`config.mk`:
```
export PLATFORM = sky130hd
export DESIGN_NAME = uart_tx_fifo
export DESIGN_NICKNAME = d
export VERILOG_FILES = /design/src/rtl/uart_pkg.sv /design/src/rtl/dff.sv /design/src/rtl/uart_fifo_mem.sv /design/src/rtl/uart_tx_fifo.sv
export SDC_FILE = /design/constraint.sdc
export NUM_CORES = 1
export LEC_CHECK = 0
export CAP_MARGIN = 20
export CORE_MARGIN = 3
export CORE_UTILIZATION = 29
export DETAILED_ROUTE_END_ITERATION = 6
export PLACE_DENSITY = 0.72
export SKIP_LAST_GASP = 1
export SYNTH_ARGS = -nofsm -noshare
export SYNTH_HDL_FRONTEND = slang
export SYNTH_SLANG_ARGS = --single-unit
export TNS_END_PERCENT = 50
```
`constraint.sdc`:
```
create_clock -name pclk -period 1.3 [get_ports pclk]
set_clock_uncertainty 0.1 [all_clocks]
set_input_delay 0.26 -clock pclk [delete_from_list [all_inputs] [get_ports pclk]]
set_output_delay 0.26 -clock pclk [all_outputs]
set_load 0.01 [all_outputs]
```
`src/rtl/uart_pkg.sv`:
```
// Shared UART constants, level-width helper and FIFO operation encoding.
package uart_pkg;

    localparam int UART_DATA_W        = 8;
    localparam int UART_TX_FIFO_DEPTH = 16;

    function automatic int uart_lvl_w(input int depth);
        return $clog2(depth) + 1;
    endfunction

    localparam int UART_TX_LVL_W = uart_lvl_w(UART_TX_FIFO_DEPTH);

    // Per-cycle buffer operation, encoded as {push, pop}.
    typedef enum logic [1:0] {
        OP_IDLE = 2'b00,
        OP_POP  = 2'b01,
        OP_PUSH = 2'b10,
        OP_BOTH = 2'b11
    } fifo_op_e;

endpackage

```
`src/rtl/dff.sv`:
```
// Generic D flop with asynchronous active-low reset to a parameterised value.
module dff #(
    parameter int               WIDTH       = 1,
    parameter logic [WIDTH-1:0] RESET_VALUE = '0
) (
    input  logic             clk,
    input  logic             rst_n,
    input  logic [WIDTH-1:0] d,
    output logic [WIDTH-1:0] q
);

    always_ff @(posedge clk or negedge rst_n) begin
        if (!rst_n) begin
            q <= RESET_VALUE;
        end else begin
            q <= d;
        end
    end

endmodule

```
`src/rtl/uart_fifo_mem.sv`:
```
// DEPTH x DATA_W register array: synchronous write port, asynchronous read port, no reset.
module uart_fifo_mem #(
    parameter int DEPTH  = 16,
    parameter int DATA_W = 8,
    parameter int AW     = (DEPTH > 1) ? $clog2(DEPTH) : 1
) (
    input  logic              clk,
    input  logic              we,
    input  logic [AW-1:0]     waddr,
    input  logic [DATA_W-1:0] wdata,
    input  logic [AW-1:0]     raddr,
    output logic [DATA_W-1:0] rdata
);

    logic [DATA_W-1:0] mem_q [DEPTH];

    always_ff @(posedge clk) begin
        if (we) begin
            mem_q[waddr] <= wdata;
        end
    end

    assign rdata = mem_q[raddr];

endmodule

```
`src/rtl/uart_tx_fifo.sv`:
```
// UART transmit holding buffer feeding the TSR; DEPTH-entry FIFO when UART_TX_FIFO_EN
// is defined, otherwise a single 16450-style holding register with the same ports.
module uart_tx_fifo
    import uart_pkg::*;
#(
    parameter int DEPTH  = UART_TX_FIFO_DEPTH,
    parameter int DATA_W = UART_DATA_W
) (
    input  logic                   pclk,
    input  logic                   presetn,
    input  logic                   thr_wr,
    input  logic [DATA_W-1:0]      thr_wdata,
    input  logic                   fifo_clr,
    input  logic                   tsr_load,
    input  logic                   tsr_idle,
    input  logic                   ovr_clr,
    output logic [DATA_W-1:0]      tx_data,
    output logic                   thre,
    output logic                   temt,
    output logic                   tx_full,
    output logic [$clog2(DEPTH):0] tx_level,
    output logic                   tx_ovr
);

    localparam int LVL_W = uart_lvl_w(DEPTH);

    logic             thre_w;
    logic             full_w;
    logic             push;
    logic             pop;
    logic             mem_we;
    fifo_op_e         op;
    logic [LVL_W-1:0] level_d;
    logic [LVL_W-1:0] level_q;
    logic [DATA_W-1:0] head_data;
    logic             tx_ovr_d;
    logic             tx_ovr_q;

`ifdef UART_TX_FIFO_EN
    localparam int PTR_W = $clog2(DEPTH);

    logic [PTR_W-1:0] wr_ptr_d;
    logic [PTR_W-1:0] wr_ptr_q;
    logic [PTR_W-1:0] rd_ptr_d;
    logic [PTR_W-1:0] rd_ptr_q;

    always_comb begin
        thre_w   = (level_q == '0);
        full_w   = (level_q == LVL_W'(DEPTH));
        // A write into a full buffer still lands when the TSR frees a slot this cycle.
        push     = thr_wr & (~full_w | tsr_load);
        pop      = tsr_load & ~thre_w;
        op       = fifo_op_e'({push, pop});
        mem_we   = push & ~fifo_clr;
        wr_ptr_d = wr_ptr_q;
        rd_ptr_d = rd_ptr_q;
        level_d  = level_q;
        if (fifo_clr) begin
            wr_ptr_d = '0;
            rd_ptr_d = '0;
            level_d  = '0;
        end else begin
            if (push) begin
                wr_ptr_d = wr_ptr_q + PTR_W'(1);
            end
            if (pop) begin
                rd_ptr_d = rd_ptr_q + PTR_W'(1);
            end
            case (op)
                OP_PUSH: level_d = level_q + LVL_W'(1);
                OP_POP:  level_d = level_q - LVL_W'(1);
                default: level_d = level_q;
            endcase
        end
    end

    dff #(.WIDTH(PTR_W), .RESET_VALUE('0)) u_wr_ptr (
        .clk   (pclk),
        .rst_n (presetn),
        .d     (wr_ptr_d),
        .q     (wr_ptr_q)
    );

    dff #(.WIDTH(PTR_W), .RESET_VALUE('0)) u_rd_ptr (
        .clk   (pclk),
        .rst_n (presetn),
        .d     (rd_ptr_d),
        .q     (rd_ptr_q)
    );

    uart_fifo_mem #(.DEPTH(DEPTH), .DATA_W(DATA_W)) u_mem (
        .clk   (pclk),
        .we    (mem_we),
        .waddr (wr_ptr_q),
        .wdata (thr_wdata),
        .raddr (rd_ptr_q),
        .rdata (head_data)
    );
`else
    always_comb begin
        thre_w  = ~level_q[0];
        full_w  = level_q[0];
        push    = thr_wr & (~full_w | tsr_load);
        pop     = tsr_load & ~thre_w;
        op      = fifo_op_e'({push, pop});
        mem_we  = push & ~fifo_clr;
        level_d = level_q;
        // Only bit 0 ever carries occupancy; the upper level bits stay zero.
        if (fifo_clr) begin
            level_d = '0;
        end else begin
            case (op)
                OP_PUSH, OP_BOTH: level_d = LVL_W'(1);
                OP_POP:           level_d = '0;
                default:          level_d = level_q;
            endcase
        end
    end

    uart_fifo_mem #(.DEPTH(1), .DATA_W(DATA_W)) u_mem (
        .clk   (pclk),
        .we    (mem_we),
        .waddr (1'b0),
        .wdata (thr_wdata),
        .raddr (1'b0),
        .rdata (head_data)
    );
`endif

    dff #(.WIDTH(LVL_W), .RESET_VALUE('0)) u_level (
        .clk   (pclk),
        .rst_n (presetn),
        .d     (level_d),
        .q     (level_q)
    );

    // Set wins over a same-cycle LSR-read clear; a flush leaves the flag alone.
    always_comb begin
        tx_ovr_d = (thr_wr & full_w & ~tsr_load) | (tx_ovr_q & ~ovr_clr);
    end

    dff #(.WIDTH(1), .RESET_VALUE(1'b0)) u_ovr (
        .clk   (pclk),
        .rst_n (presetn),
        .d     (tx_ovr_d),
        .q     (tx_ovr_q)
    );

    // Storage is never reset, so the head is masked while empty.
    assign tx_data  = thre_w ? '0 : head_data;
    assign thre     = thre_w;
    assign temt     = thre_w & tsr_idle;
    assign tx_full  = full_w;
    assign tx_level = level_q;
    assign tx_ovr   = tx_ovr_q;

    a_no_pop_when_empty: assert property (
        @(posedge pclk) disable iff (!presetn) tsr_load |-> !thre_w
    );

endmodule

```
## Word level (Yosys, flattened, before mapping)

Memory sizes are Yosys's and may differ from the RTL's.
Index checks and enable logic that the tools add are counted.

- Register bits after elaboration: 6
- Input bits: 15
- Memories: 1
- Bits in writable memories: 8
- Logic and storage cells: 26

- Bitwise logic cells: 13
- Equality and inequality tests: 3
- Mux-type cells: 5
- Reductions and logical operators: 2

Memories:

| name | depth | bits a word | rd ports | clocked after memory_dff | wr ports | RTL line | source |
|---|---|---|---|---|---|---|---|
| u_mem.mem_q | 1 | 8 | 1 | 0 | 1 | uart_fifo_mem.sv:15 | `logic [DATA_W-1:0] mem_q [DEPTH];` |

Operators with widths:

| cell | count |
|---|---|
| $pmux 5 s2 | 1 |
| $mux 8 | 1 |
| $and 1x1->1 | 7 |
| $mux 5 | 1 |
| $eq 2x2->1 const B | 2 |
| $not 1->1 | 4 |
| $reduce_bool 3->1 | 1 |
| $eq 2x1->1 const B | 1 |
| $mux 1 | 2 |
| $or 1x1->1 | 2 |
| $reduce_or 2->1 | 1 |

## Longest topological paths before layout

- Depth in word-level cells: 7
- Gate-level depth with buffers: 2
- Depth with buffers taken out: 2

## Modules after synthesis

A second synthesis with hierarchy kept.

- Cell total of the unflattened synthesis: 38
- Area, all modules: 544.3 sq um

By module, submodules not included:

| module | cells each | area each (sq um) | instances | seq. area each (sq um) |
|---|---|---|---|---|
| uart_fifo_mem | 8 | 240.2 | 1 | 240.2 |
| uart_tx_fifo | 24 | 153.9 | 1 | 0.0 |
| dff (u_level) | 5 | 125.1 | 1 | 125.1 |
| dff (u_ovr) | 1 | 25.0 | 1 | 25.0 |

## Worst setup path before layout

OpenSTA, ideal clock, no wires.

- Kind: register -> register
- From: register u_level.q[0]
- To: memory u_mem.mem_q[0][0] (enable)
- Period minus slack after synthesis: 1.435 ns
- Buffers on the path: 0
- Data arrival time: 0.965 ns
- Library setup time: 0.370 ns
- Stages on the path, launching flop included: 3
- Slack: -0.135 ns
- Required time: 0.830 ns
- Path through: dfrtp_1 > nor2b_4 > nor3b_2

- Word-level cells in the longest chain between the ends: 6

RTL lines:

| what | RTL line | source |
|---|---|---|
| start: declaration | dff.sv:9 | `output logic [WIDTH-1:0] q` |
| start signal: assignment | dff.sv:14 | `q <= RESET_VALUE;` |
| start signal: assignment | dff.sv:16 | `q <= d;` |
| $not 1->1 | uart_tx_fifo.sv:103 | `push = thr_wr & (~full_w \| tsr_load);` |
| $or 1x1->1 | uart_tx_fifo.sv:103 |  |
| $and 1x1->1 | uart_tx_fifo.sv:103 |  |
| $and 1x1->1 | uart_tx_fifo.sv:106 | `mem_we = push & ~fifo_clr;` |
| net mem_we | uart_tx_fifo.sv:31 | `logic mem_we;` |
| $mux 1 | uart_fifo_mem.sv:18 | `if (we) begin` |
| $mux 1 (implied by the code) | uart_fifo_mem.sv:19 | `mem_q[waddr] <= wdata;` |
| end: declaration | uart_fifo_mem.sv:15 |  |

The timed path passes the listed nets, and every way through them passes these cells.

## Worst setup path after layout

- From: register u_level.q[0]
- To: memory u_mem.mem_q[0][2] (enable)

The elaborated chain is that of the path after synthesis.

==> flow_summary.yaml <==
run_status:
  status: "complete, but fails checks"
  failing_checks: "negative setup slack"
synthesis:
  yosys_warnings: 0
  postSynthAreaPerCell_sq_um: 13.92
  synthTopCellsByArea: "edfxtp_1 54%, and2_1 11%, dfrtp_1 11%"
  synth_sequential_area_ratio_pct: 65.17
  synth.lib_cells_used.distinct: 12
  synth.largest_area_cell: "edfxtp_1"
  synth_top_area_share_pct: 53.93
  syn_inst: 32
  synth-seq-cells: 10
  synth.cell_area_sq_um: 445.4
final_layout:
  count_of_nets_after_finishing: 81
  share_of_post_route_cells_with_drive_strength_above_1_pct: 50.77
  stdcell_area_sq_um: 813.3
  final_core_util_pct: 59.52
  diodes: 0
  fill_cells: 124
  synthToLayoutAreaGrowth_pct: 82.58
timing:
  max_freq_ghz: 0.7000
  min_period_over_period_pct: 109.9
  rsz0062_at_grt: "yes"
  report.final.slew_viol_count: 0
  whs_ps: 59.91
  setup_viol: 18
  worst_setup_slack_after_layout_ps: -128.6
  timing.setup.tns_ps: -2034
  timing.final.crit_period_ps: 1429
  total_count_of_hold_check_failures_in_the_final_report: 0
floorplan:
  die_y_um: 45.19
  rows: 13
  dieArea_sq_um: 2042
  floorplan.initialDensity_pct: 32.60
  io_pins: 32
  coreArea_sq_um: 1366
  die_w_um: 45.19
critical_path:
  timing.critical_path.cells: "buf_6 -> nor2b_4 -> nor3b_4 -> buf_12"
  largest_delay_share_family_worst_path: "flip-flops"
  worst_path_largest_cell_delay_ps: 420
  timing.critical_path.arrival_ps: 1310
  critical_path.startpoint_type: "register"
  timing.critical_path.slowest_stage_cell: "dfrtp_2"
  cp_max_fanout: 8
  critical_path_buffer_and_inverter_count: 2
  timing.reg2reg.setup_slack_ps: -130
  critical_path.endpoint_type: "register"
  worst-endpoint-required_ps: 1180
  timing.setup.critical_path_class: "register to register"
power_and_ir_drop:
  power_density_nw_per_um2: 980.0
  peak_supply_drop_mv: 0.5264
  total_leakage_power_nw: 0.3568
  report.power.total_w: 0.0007970
clock_network:
  cts_hold_fix_bufs: 0
  clock_sinks: 10
  cts_inserted_buffers: 3
  clockRootBuffer: "clkbuf_4"
  ctsHtreeMaxLevel: 1
  cts_max_path_buffers: 2
  clock_insertion_delay_worst_skew_ps: 260
  clock_slew_seen_by_the_registers_of_the_worst_setup_and_hold_paths_ps: 60
  cts_tree: "built"
routing:
  vias: 343
  average_via_count_per_standard_cell: 4.288
  drt-wirelength-per-cell_um: 11.15
  route.detailed.drc: 0
  detailedRoute.firstPassIterationCount: 3
  dr.first_iter.drc_count: 2
  drt-total-wl_um: 892
  remaining_antenna_violation_count: 0
grt:
  globalRouteOverflowTotal: 0
  initial_antenna_violation_count: 0
  grt_start_max_net_pins: 9
  vias_in_the_first_global_route: 348
  grt_util_all_layers_pct: 10.22
  grt_first_pass_wirelength_um: 1380
min_path:
  hold_path_class: "input port to asynchronous set/reset pin"
flow_run:
  max_cap_violation_count: 0
placed_design:
  placement.cell_area_sq_um: 744.5
  routabilityCongestion: 0.5897
  dpl.hpwl_um: 625.9
  io_buffers: 27
[registers in the layout, summed over array words and instances, names as in the netlist]
signal / cells
u_level.q: 1
u_mem.mem_q: 8
u_ovr.q: 1
[cells in the final DEF (no fill, tap or decap), drive strengths merged, types with 2 or more instances in the layout]
master	count
and2	8
conb	4
inv	2
dfrtp	2
clkbuf	5
clkdlybuf4s50	14
buf	16
edfxtp	8
nor2b	2
[cells by family after synthesis]
logic type,synth area share [%]
other,0.8419
AOI/OAI and AO/OA,4.214
and+or+nand+nor,18.54
buffers and inverters,11.24
DFF,65.17
[path summary, 6_finish.rpt]
check | startpoint | to | cells after the start
setup / recovery | u_level.q[0] | u_mem.mem_q[0][2] | 4
max in group asynchronous | presetn | u_level.q[0] | 1
hold reg to reg | u_ovr.q | u_ovr.q | 1
setup reg to reg | u_level.q[0] | u_mem.mem_q[0][2] | 4
min in group pclk | u_ovr.q | u_ovr.q | 1
hold / removal | presetn | u_ovr.q | 1
[synthesized netlist by cell type (all sizes together)]
cell    instances
dfrtp           2
inv             2
conb            1
nor2b           2
a22o            1
and2            8
nor3b           1
edfxtp          8
o21ba           1
buf             6
[stage by stage]
step / setup slack, ps / std cells
final: -128.6 / 80
after global routing: -171.3 / 80
after CTS: -178.0 / 80
after detailed placement: -434.7 / 74
after global placement: -420.2 / 74
after floorplan: -28.86 / 35
[where the power goes]
group          total, W  switching (W)  leakage, nW  internal [W]
sequential     0.000369     0.00000527       0.0995      0.000363
clock          0.000270       0.000101       0.0210      0.000170
combinational  0.000158      0.0000550        0.236      0.000103
total          0.000797       0.000161        0.357      0.000636
[repair_timing]
action | 4_1_cts | 5_1_grt
resized for setup | 54 | 15
pin swaps | 1 | 0
buffers inserted | 2 | 0
endpoints found under the setup margin | 21 | 21
[layer usage]
layer	GRT usage, %	routed length [um]
met5	0	0
met4	7.018	10
met3	6.375	109
met2	17.23	491
met1	8.706	279
[cell type report]
cell class / instances / area, sq um / area share, %
repair buffers: 32 / 316.6 / 38.92
flip-flops and latches: 10 / 291.5 / 35.85
multi-input cells: 17 / 142.6 / 17.54
clock buffers: 4 / 36.28 / 4.462
well taps: 15 / 18.77 / 2.308
inverters: 2 / 7.507 / 0.9231
Note: power is estimated with default switching activity, not from simulation.
==> RTL edit 1, RTL diff (config.mk and constraints unchanged) <==
Change the package constant `UART_TX_FIFO_DEPTH` from 16 to 32.
--- a/src/rtl/uart_pkg.sv
+++ b/src/rtl/uart_pkg.sv
@@ -2,7 +2,7 @@
 package uart_pkg;
 
     localparam int UART_DATA_W        = 8;
-    localparam int UART_TX_FIFO_DEPTH = 16;
+    localparam int UART_TX_FIFO_DEPTH = 32;
 
     function automatic int uart_lvl_w(input int depth);
         return $clog2(depth) + 1;
Ports: changed (resized tx_level); port bits go from 32 to 33. No check against the original RTL was run, so the function may have changed too.
==> RTL edit 1 against the original RTL <==
  * The flow still finishes with violations (setup timing)
  * Sequential cell count unchanged
  * Final cell count increased by 3.8%
  * Final area fell by 2.0%
  * Sequential share of layout area rose by 0.73 points
  * Combinational power shrank 4%
  * Synthesized cell count up 3.1%
  * Total power decreased by 1.4%
  * Wire length is 6.5% lower
  * Area after synthesis is 1.7% higher
  * Count of clock-buffer cells in the layout is the same
  * Setup slack improved by 0.00089 ns
  * Critical path type is now reg2out
  * Largest power group unchanged
  * Highest routed layer is now met3
==> RTL edit 1: results (changes against the original RTL) <==
stage	metric	value	unit	change
yosys	synth_top_cells_by_count	and2_1, edfxtp_1, buf_4		
route	initialDrtViolationCount	0		-2
power_and_ir_drop	irDropWorstVdd	0.5221	mV	-0.82%
yosys	synth-main-ff-cell	edfxtp_1		
global_routing	grt_use_total	0.08564		-0.01658
final_layout	top_regs	u_mem.mem_q (8), u_level.q (1), u_ovr.q (1)		
yosys	synth-compound-area-share	0.04144		-0.0006984
yosys	synth_async_sr_flop_share	0.2000		unchanged
power_and_ir_drop	sw_frac_of_total	0.1985		-0.003282
clock_tree	clk-insertion-delay-late	0.25	ns	
setup_path	arrival	1.07	ns	-0.24 ns
global_routing	grt_pass1_vias	320		-8.0%
setup_path	crit_slowest_cell	dfrtp_2		
placed_design	port_buffers	27		unchanged
setup_path	reg2regPathDepth	4		unchanged
placed_design	hpwl	639.3	µm	+2.1%
setup_path	crit_path_max_fanout	6		-2
yosys	yosys-top-cells-area	edfxtp_1, and2_1, dfrtp_1		
route	via_count	345		+0.58%
final_layout	fin_cells	83		+3.8%
final_layout	num-nets-final	84		+3.7%
clock_tree	cts_buffer_depth	2		unchanged
yosys	ys_warn_count	0		unchanged
final_layout	layout-drive-gt1-share	0.4706		-0.03710
yosys	synth_xor_area_frac	0		unchanged
placed_design	placed_cell_area	743.2	µm²	-0.17%
sta	setup_violations	20		+2
global_routing	grt_pass1_wl	1200	µm	-13%
setup_path	rrSetupSlack	-0.11	ns	+0.02 ns
sta	finalWorstSetupSlack	-0.1277	ns	+0.0008870 ns
placed_design	post-place-cells	76		+2.7%
clock_tree	root_buffer	clkbuf_4		
yosys	synth.area.mux_share	0		unchanged
yosys	synth-adder-area-share	0		unchanged
global_routing	antenna_found_initial	0		unchanged
power_and_ir_drop	clkPwrFrac	0.339		about the same
setup_path	cp_top_family	flip-flops		
clock_tree	numCtsBuffers	3		unchanged
yosys	synthCells	33		+3.1%
min_path	hold_class	in2async		
power_and_ir_drop	p_leak	0.0003598	µW	+0.85%
yosys	synth_edf_count	8		unchanged
status	status	finished with violations		
route	wl_per_cell	10.05	µm	-9.9%
route	first_pass_iters	1		-2
placed_design	place_congestion	0.5728		-2.9%
yosys	ys_types	12		unchanged
yosys	ys_seq_area_frac	0.6409		-0.01080
status	violations	setup timing		
power_and_ir_drop	p_comb	151	µW	-4%
sta	hold_slack	0.06596	ns	+0.006047 ns
global_routing	grt_max_degree	7		-2
## RTL edit 1: worst paths after layout
path	startpoint	to
setup / recovery	u_level.q[0]	tx_data[4]
hold / removal	presetn	u_ovr.q
setup reg to reg	u_level.q[0]	u_mem.mem_q[0][2]
hold reg to reg	u_ovr.q	u_ovr.q
max in group asynchronous	presetn	u_level.q[0]
min in group pclk	u_ovr.q	u_ovr.q
## RTL edit 1: cell families (layout without fill, tap and decap cells)
group | Yosys count | in the layout
and+or+nand+nor | 11 | 11
DFF | 10 | 10
buffers and inverters | 9 | 40
AOI/OAI and AO/OA | 2 | 2
other | 1 | 5
## RTL edit 1: layer usage
| layer | global-route usage | wire length [µm] | up-vias |
|---|---|---|---|
| met3 | 0.05138 | 124 | 0 |
| met4 | 0.03509 | 0 | 0 |
| met1 | 0.06618 | 256 | 154 |
| li1 | - | - | 166 |
| met2 | 0.1643 | 453 | 25 |
| met5 | 0 | 0 | - |
## RTL edit 1: stage by stage
stage	util	setup WS (ns)	TNS, ns	total power, µW
2_1_floorplan	-	-0.02886	-0.2308	434.2
3_3_place_gp	0.5376	-0.4224	-5.220	515.0
3_5_place_dp	0.5376	-0.4239	-5.458	517.8
4_1_cts	0.5448	-0.1594	-2.236	783.0
5_1_grt	0.5765	-0.1719	-2.824	831.9
6_report	0.5765	-0.1277	-1.885	785.5
## RTL edit 1: timing repair
| item | in CTS | in global routing |
|---|---|---|
| pin swaps | 1 | 2 |
| resized for setup | 47 | 17 |
| setup endpoints to repair | 21 | 21 |
| buffers inserted | 3 | 0 |
## RTL edit 1: final cells by class
cell class                      count  area, µm²
Inverter                            2      7.507
Multi-Input combinational cell     18      138.9
Timing Repair Buffer               34      304.0
Clock buffer                        4      36.28
Fill cell                         138      585.6
Tap cell                           15      18.77
Sequential cell                    10      291.5
==> RTL edit 2, RTL diff (same settings) <==
Without the edit above. Put a register stage on the output `tx_level`. The value now appears one clock later. The other outputs are not delayed to match.
--- a/src/rtl/uart_tx_fifo.sv
+++ b/src/rtl/uart_tx_fifo.sv
@@ -151,7 +151,9 @@
     assign thre     = thre_w;
     assign temt     = thre_w & tsr_idle;
     assign tx_full  = full_w;
-    assign tx_level = level_q;
+    always_ff @(posedge pclk) begin
+        tx_level <= level_q;
+    end
     assign tx_ovr   = tx_ovr_q;
 
     a_no_pop_when_empty: assert property (
Formal check against the unedited RTL: not equivalent (Yosys sat finds a counterexample within 4 cycles, from zero or initial values and one cycle with presetn low).
==> RTL edit 2 against the original RTL <==
  * The flow still finishes with violations (setup timing)
  * Total power fell by 2.4%
  * Area after synthesis is 2.8% higher
  * Sequential power grew 8.7%
  * Wire length fell by 2.2%
  * Register-to-register slack improved by 0.03 ns
  * Clock power is 17% lower
  * Final area shrank 0.46%
  * Sequential cell count rose by 1
  * Critical path depth is 1 lower
  * Setup slack worse by 0.0011 ns
  * Critical endpoint is now tx_data[1]
  * Largest cell class is now flip-flops and latches
  * Largest power group unchanged
==> RTL edit 2: results (changes against the original RTL) <==
stage	metric	value	unit	change
placed_design	preCtsSetupSlack	-0.4275	ns	+0.007176 ns
route	via_count	341		-0.58%
route	wl_per_cell	10.63	µm	-4.6%
route	initialDrtViolationCount	1		-1
route	first_pass_iters	2		-1
sta	setup_tns	-1.825	ns	+0.2085 ns
route	detail_route.vias_per_cell	4.159		-3.0%
power_and_ir_drop	p_leak	0.0003677	µW	+3.1%
placed_design	placed_cell_area	759.5	µm²	+2.0%
final_layout	num-nets-final	83		+2.5%
setup_path	arrival	1.07	ns	-0.24 ns
global_routing	grt_max_degree	8		-1
placed_design	post-place-cells	76		+2.7%
status	status	finished with violations		
global_routing	grt_pass1_wl	1221	µm	-12%
sta	finalWorstSetupSlack	-0.1297	ns	-0.001102 ns
yosys	ys_types	13		+1
yosys	ys_seq_area_frac	0.6776		+0.02591
status	violations	setup timing		
yosys	synth_async_sr_flop_share	0.1818		-0.01818
setup_path	crit_path_max_fanout	7		-1
yosys	synth_top_cells_by_count	and2_1, edfxtp_1, buf_4		
final_layout	layout-drive-gt1-share	0.4478		-0.05993
global_routing	grt_pass1_vias	330		-5.2%
placed_design	place_congestion	0.5489		-6.9%
sta	setup_violations	18		unchanged
-- RTL edit 2: cell count changes after synthesis --
cell and delta:
buf_4 -1, dfxtp_1 +1
-- RTL edit 2: stage by stage --
step                power (µW)  utilization  hold slack, ns
floorplan                461.7            -         -0.1356
global placement         548.1       0.5493          0.3346
detailed placement       551.5       0.5493          0.3373
CTS                      769.4       0.5448         0.05089
global route             813.4       0.5855         0.04966
finish                   777.9       0.5855         0.05396
-- RTL edit 2: per-layer routing --
layer,track usage,part of all wire
met2,0.1755,0.58
met5,0,0
met4,0.05114,0
met1,0.06650,0.30
met3,0.03162,0.12
-- RTL edit 2: cell families after synthesis --
logic type | Yosys count | synth area share
DFF | 11 | 0.6776
and+or+nand+nor | 11 | 0.1803
buffers and inverters | 7 | 0.09289
AOI/OAI and AO/OA | 2 | 0.04099
other | 1 | 0.008189
-- RTL edit 2: worst paths after layout --
| kind | start | end | slack [ns] | depth (start not counted) |
|---|---|---|---|---|
| min | presetn | u_ovr.q | 0.05 | 1 |
| min reg2reg | u_ovr.q | u_ovr.q | 0.41 | 1 |
| max | u_level.q[0] | tx_data[1] | -0.13 | 3 |
| max reg2reg | u_level.q[0] | u_mem.mem_q[0][0] | -0.10 | 4 |
| min in group pclk | u_ovr.q | u_ovr.q | 0.41 | 1 |
| max in group asynchronous | presetn | u_level.q[0] | 0.92 | 1 |
-- RTL edit 2: area by class of cell --
cell class,instances,area [µm²]
repair buffers,33,310.3
fillers,124,573.1
multi-input cells,17,135.1
well taps,15,18.77
flip-flops and latches,11,311.5
clock buffers,4,26.28
inverters,2,7.507
-- RTL edit 2: what timing repair did --
item / CTS / global route
gates cloned: 0 / 0
setup endpoints to repair: 21 / 21
hold endpoints to repair: 0 / 0
buffers inserted: 2 / 0
resized for setup: 45 / 18
-- RTL edit 2: where the power goes --
part | switching, µW | internal (µW)
Sequential | 4.96 | 396
Combinational | 53.8 | 98.2
Clock | 107 | 118
Total | 166 | 612
